## config.mk

```make
export PLATFORM = sky130hd
export DESIGN_NAME = mem_access_ctrl
export DESIGN_NICKNAME = d
export VERILOG_FILES = /design/src/rtl/mem_pkg.sv /design/src/rtl/mem_access_ctrl_lane_extract.sv /design/src/rtl/mem_access_ctrl.sv
export SDC_FILE = /design/constraint.sdc
export NUM_CORES = 1
export LEC_CHECK = 0
export ABC_CLOCK_PERIOD_IN_PS = 2000
export BUFFER_PORTS_ARGS = -buffer_cell sky130_fd_sc_hd__buf_2
export CAP_MARGIN = 15
export CORE_AREA = 2 2 108 110
export DETAILED_ROUTE_END_ITERATION = 8
export DIE_AREA = 0 0 110 112
export PLACE_DENSITY = 0.83
export SYNTH_ARGS = -nofsm -noshare
export SYNTH_HDL_FRONTEND = slang
export SYNTH_HIERARCHICAL = 1
export SYNTH_SLANG_ARGS = --single-unit
```

## constraint.sdc

```tcl
create_clock -name clk -period 2 [get_ports clk]
set_input_delay 0.1 -clock clk [delete_from_list [all_inputs] [get_ports clk]]
set_output_delay 0.1 -clock clk [all_outputs]
set_load 0.02 [all_outputs]
```

## src/rtl/mem_pkg.sv

```systemverilog
// Shared encodings and lane helpers for the load/store memory access controller.
// Pure definitions: no state and no timing of its own.
package mem_pkg;

  localparam logic [1:0] SZ_BYTE = 2'b00;
  localparam logic [1:0] SZ_HALF = 2'b01;
  localparam logic [1:0] SZ_WORD = 2'b10;

  localparam logic [1:0] ST_IDLE      = 2'b00;
  localparam logic [1:0] ST_LOAD_WAIT = 2'b01;
  localparam logic [1:0] ST_RMW_READ  = 2'b10;
  localparam logic [1:0] ST_RMW_WRITE = 2'b11;

  // Size 2'b11 decodes as a word, hence the >= compare.
  function automatic logic is_misaligned(input logic [1:0] size, input logic [1:0] off);
    return ((size == SZ_HALF) && off[0]) || ((size >= SZ_WORD) && (off != 2'b00));
  endfunction

  function automatic logic [31:0] merge_lane(input logic [31:0] word, input logic [1:0] off,
                                             input logic [1:0] size, input logic [15:0] wd);
    logic [31:0] m;
    m = word;
    if (size == SZ_HALF) begin
      if (off[1]) m[31:16] = wd;
      else        m[15:0]  = wd;
    end else begin
      case (off)
        2'd0:    m[7:0]   = wd[7:0];
        2'd1:    m[15:8]  = wd[7:0];
        2'd2:    m[23:16] = wd[7:0];
        default: m[31:24] = wd[7:0];
      endcase
    end
    return m;
  endfunction

endpackage

```

## src/rtl/mem_access_ctrl_lane_extract.sv

```systemverilog
// Selects the addressed byte/half of a read word and sign/zero-extends it.
// Purely combinational; no flow control.
module lane_extract
  import mem_pkg::*;
(
  input  logic [31:0] word,
  input  logic [1:0]  offset,
  input  logic [1:0]  size,
  input  logic        is_unsigned,
  output logic [31:0] result
);

  logic [7:0]  byte_sel;
  logic [15:0] half_sel;

  always_comb begin
    case (offset)
      2'd0:    byte_sel = word[7:0];
      2'd1:    byte_sel = word[15:8];
      2'd2:    byte_sel = word[23:16];
      default: byte_sel = word[31:24];
    endcase
    half_sel = offset[1] ? word[31:16] : word[15:0];
    case (size)
      SZ_BYTE: result = {{24{~is_unsigned & byte_sel[7]}}, byte_sel};
      SZ_HALF: result = {{16{~is_unsigned & half_sel[15]}}, half_sel};
      default: result = word;
    endcase
  end

endmodule

```

## src/rtl/mem_access_ctrl.sv

```systemverilog
// Core-to-data-memory access controller: loads take 2 cycles, sub-word stores 3 (read-modify-write),
// aligned word stores 1; stall holds the core while an operation is in flight, misaligned requests are rejected.
module mem_access_ctrl
  import mem_pkg::*;
#(
  parameter int ADDR_W = 14
) (
  input  logic              clk,
  input  logic              rst_n,
  input  logic              req_valid,
  input  logic              req_write,
  input  logic [1:0]        req_size,
  input  logic              req_unsigned,
  input  logic [31:0]       req_addr,
  input  logic [31:0]       req_wdata,
  output logic              stall,
  output logic [31:0]       rdata,
  output logic              rdata_valid,
  output logic              misalign,
  output logic              mem_we,
  output logic [ADDR_W-1:0] mem_addr,
  output logic [31:0]       mem_wdata,
  input  logic [31:0]       mem_rdata
);

  logic [1:0]        state_q, state_d;
  logic [ADDR_W+1:0] addr_q, addr_d;
  logic [1:0]        size_q, size_d;
  logic              uns_q, uns_d;
  logic [15:0]       wdata_q, wdata_d;
  logic [31:0]       merge_q, merge_d;

  logic              stall_c, rvld_c, mis_c, we_c;
  logic [31:0]       wdata_c, ext_rdata;
  logic [ADDR_W-1:0] maddr_c;

  logic unused_addr_hi;
  assign unused_addr_hi = ^req_addr[31:ADDR_W+2];

  lane_extract u_lane_extract (
    .word        (mem_rdata),
    .offset      (addr_q[1:0]),
    .size        (size_q),
    .is_unsigned (uns_q),
    .result      (ext_rdata)
  );

  always_comb begin
    state_d = state_q;
    addr_d  = addr_q;
    size_d  = size_q;
    uns_d   = uns_q;
    wdata_d = wdata_q;
    merge_d = merge_q;
    stall_c = 1'b0;
    rvld_c  = 1'b0;
    mis_c   = 1'b0;
    we_c    = 1'b0;
    wdata_c = '0;
    maddr_c = addr_q[ADDR_W+1:2];
    case (state_q)
      ST_IDLE: begin
        maddr_c = req_addr[ADDR_W+1:2];
        if (req_valid) begin
          if (is_misaligned(req_size, req_addr[1:0])) begin
            mis_c = 1'b1;
          end else if (req_write && req_size[1]) begin
            we_c    = 1'b1;
            wdata_c = req_wdata;
          end else begin
            // Everything else needs a memory read first, so the request is captured here.
            stall_c = 1'b1;
            addr_d  = req_addr[ADDR_W+1:0];
            size_d  = req_size;
            uns_d   = req_unsigned;
            wdata_d = req_wdata[15:0];
            state_d = req_write ? ST_RMW_READ : ST_LOAD_WAIT;
          end
        end
      end
      ST_LOAD_WAIT: begin
        rvld_c  = 1'b1;
        state_d = ST_IDLE;
      end
      ST_RMW_READ: begin
        stall_c = 1'b1;
        merge_d = merge_lane(mem_rdata, addr_q[1:0], size_q, wdata_q);
        state_d = ST_RMW_WRITE;
      end
      default: begin
        we_c    = 1'b1;
        wdata_c = merge_q;
        state_d = ST_IDLE;
      end
    endcase
  end

  always_ff @(posedge clk or negedge rst_n) begin
    if (!rst_n) begin
      state_q <= ST_IDLE;
      addr_q  <= '0;
      size_q  <= '0;
      uns_q   <= 1'b0;
      wdata_q <= '0;
      merge_q <= '0;
    end else begin
      state_q <= state_d;
      addr_q  <= addr_d;
      size_q  <= size_d;
      uns_q   <= uns_d;
      wdata_q <= wdata_d;
      merge_q <= merge_d;
    end
  end

  // Gating by rst_n keeps a write from escaping in the cycle reset lands mid-operation.
  assign stall       = rst_n & stall_c;
  assign rdata_valid = rst_n & rvld_c;
  assign rdata       = (rst_n && rvld_c) ? ext_rdata : '0;
  assign misalign    = rst_n & mis_c;
  assign mem_we      = rst_n & we_c;
  assign mem_wdata   = (rst_n && we_c) ? wdata_c : '0;
  assign mem_addr    = rst_n ? maddr_c : '0;

endmodule
```

==> run summary <==
Cell seen most often among critical-path stages: buf_12
Count of port buffers added during placement: 168
Via density per instance: 6.44
Max Clock Freq: 450 MHz
Finished Cell Area: 8040 um2
Ratio of final minimum period to clock period: 111%
Result of the run: finished with violations
Setup repair after global routing missed its margin: true
Number of diodes added for antenna fixing: 0
Synth Instances: 620
Num Clock Sinks: 69
Most common cell after layout, fill and taps aside: buf_2
Largest net degree at the start of global routing: 52
Count of flip-flops with a built-in enable after synthesis: 0
Final Hold Vio Count: 0
Number of nets in the layout: 894
Die span in y: 112 um
Maximum count of clock buffers along a single path: 2
DR WL/cell: 22.6 um
Via count of the first global-routing pass: 5954
Core region area: 11200 um2
Number of remaining DRC errors: 0
Critical Path, Cell by Cell: mux2_4 > a32oi_4 > buf_12 > buf_12 > o221ai_2 > and3_1 > buf_6
Power per cell area: 1750 nW/um2
Clock tree from TritonCTS: yes
Peak per-stage delay on the critical path: 0.44 ns
Wire length of the first global-routing pass: 31200 um
Fin Clk Skew: 0.00911 ns
Final total power: 14.1 mW
Hold crit path type: in -> reg
Slowest-stage cell, CP: dfrtp_2
Unique cell type count in the Yosys netlist: 43
Total I/O pin count: 185
Sequential share of the synthesized area: 30.5%
Post-placement cell count: 891
DRC marker count from the first detailed-route iteration: 533
Initial Utilization: 50.7%
Post-route core utilization: 71.9%
Sequential Power Share: 20.7%
Maximum net fanout on the critical path: 7
MaxCap Viol Count: 0
Relative area change from synthesis to final layout: 41.9%
Slew at the pin closest to its max-slew limit: 0.770 ns
Pre-CTS setup slack: 0.125 ns
Nature of the critical path endpoint: output port
Detailed Routing Iterations Pass 1: 5
Standard cell area after detailed placement: 6650 um2
Arrival @ worst endpoint: 2.12 ns
Sum of net half-perimeters after detailed placement: 12700 um
Horizontal die dimension: 110 um
Avg Cell Area, Syn: 9.14 um2
Root buffer cell: clkbuf_16
Post-layout minimum cycle time: 2.22 ns
Synth async-reset ratio: 100%
Worst Hold Slack: 0.00585 ns
Post-route antenna net violation count: 0
Final wirelength: 21100 um
Required time of the critical path: 1.90 ns
Switching share of power: 44.2%
Clock Power Share: 13.4%
Kind of cell adding the most delay to the critical path: flip-flops
Crit path kind: reg -> out
Overall fraction of global-route tracks in use: 32.7%
Share of final-layout standard cells stronger than drive strength 1: 52.1%
Setup violations, final: 62
Row cnt: 39
#FFs+latches synth: 69
CP bufs+invs: 3
Leakage power total: 3.53 nW
Post-Synthesis Cell Area: 5670 um2
Setup TNS: -7.01 ns
Die outline area: 12300 um2
Number of vias after detailed routing: 6024
CTS HTree Levels: 3
Failing checks: negative setup slack
Grt total ovfl: 0
Most used flip-flop cell after synthesis: dfrtp_1
Max-slew headroom: 48.5%
Crit path setup slack, layout: -0.224 ns
Logic gate share of total power: 65.9%
Number of buffers created by CTS: 9
Initial antenna violation count: 0
Syn nets: 727
Routability congestion estimate: 0.889
Number of synthesis warnings: 6
Peak supply drop: 0.00155 V
Commonest cells after routing, fill and taps aside: 112 x buf_2, 74 x mux2_2, 66 x dfrtp_1, 59 x nor2_1, 56 x buf_4
Cell internal power dissipation: 7.85 mW
Worst setup SP type: flop
Clk_lat worst skew: 0.33 ns
Max-slew violation count: 0
Switching power of the nets: 6.22 mW
Clock-pin slew of the registers on the worst-case setup and hold paths: 0.06 ns
Final non-filler cell total: 935
==> sequential cells by signal (all words and copies together), names as in the netlist <==
| register | count |
|---|---|
| merge_q | 32 |
| addr_q | 16 |
| wdata_q | 16 |
| size_q | 2 |
| state_q | 2 |
| uns_q | 1 |
==> logic make-up after synthesis <==
group | synth area share [%]
compound gates | 25.3
fa+ha+maj | 0.883
buf+inv | 6.96
flops | 30.5
mux | 21.4
simple gates | 15.0
==> repair_timing <==
action                                  CTS  global route
endpoints found under the hold margin    14             0
hold buffers                              2             0
pin swaps                                22            31
endpoints found under the setup margin   59            81
gates cloned                              5             4
resized for setup                        75           109
buffers inserted                         13             7
==> final timing paths <==
path / start / endpoint / slack, ns / cells after the start
min in group asynchronous: rst_n / addr_q[3] / 0.48 / 2
worst max-delay path: addr_q[0] / rdata[12] / -0.22 / 7
worst max register to register: addr_q[0] / merge_q[12] / 0.16 / 5
worst min register to register: addr_q[6] / addr_q[6] / 0.51 / 1
max in group asynchronous: rst_n / merge_q[8] / 0.72 / 4
worst min-delay path: req_wdata[2] / wdata_q[2] / 0.006 / 2
==> metal layers <==
| metal | share of wire, % | up-vias | wire length, um | track usage, % |
|---|---|---|---|---|
| met5 | 0 | - | 0 | 0 |
| met4 | 3.8 | 0 | 800 | 17.3 |
| met3 | 8.6 | 65 | 1820 | 7.20 |
| met2 | 50 | 357 | 10500 | 53.0 |
| met1 | 38 | 2922 | 7960 | 40.2 |
| li1 | - | 2680 | - | - |
==> synth_stat cells (2+ instances only) <==
cell type | count | area, um2
a21oi_1 | 3 | 15.0
a22oi_1 | 41 | 308
a2bb2oi_1 | 17 | 149
a31oi_1 | 16 | 100
and2_1 | 2 | 12.5
and3_1 | 32 | 200
buf_1 | 3 | 11.3
buf_2 | 15 | 75.1
buf_4 | 2 | 15.0
buf_6 | 6 | 67.6
clkbuf_1 | 43 | 161
clkinv_1 | 2 | 7.51
dfrtp_1 | 69 | 1730
ha_1 | 4 | 50.1
inv_1 | 14 | 52.6
mux2_1 | 4 | 45.0
mux2_2 | 78 | 878
mux2i_1 | 29 | 290
nand2_1 | 53 | 199
nand2b_1 | 11 | 68.8
nor2_1 | 64 | 240
nor2b_1 | 12 | 75.1
nor3_1 | 2 | 10.0
o2111ai_1 | 16 | 140
o211ai_1 | 23 | 173
o211ai_2 | 10 | 125
o221a_2 | 16 | 180
o221ai_1 | 9 | 78.8
o22a_1 | 8 | 70.1
o2bb2ai_1 | 2 | 17.5
o31a_1 | 2 | 17.5
==> power groups by stage <==
| stage | Combinational [mW] | Clock (mW) | Sequential, mW |
|---|---|---|---|
| floorplan | 5.47 | 0 | 2.50 |
| finish | 9.28 | 1.88 | 2.91 |
| detailed placement | 7.10 | 0 | 2.80 |
| CTS | 8.21 | 1.89 | 2.82 |
| global route | 9.81 | 1.95 | 2.97 |
| global placement | 6.87 | 0 | 2.76 |
==> final cells by class <==
class,instances,area (um2)
Multi-Input combinational cell,465,3900
Fill cell,752,3140
Clock buffer,11,243
Inverter,17,65.1
Timing Repair Buffer,225,1820
Tap cell,143,179
Sequential cell,69,1730
Clock inverter,5,106
No activity file was read; power rests on OpenSTA's default activity.
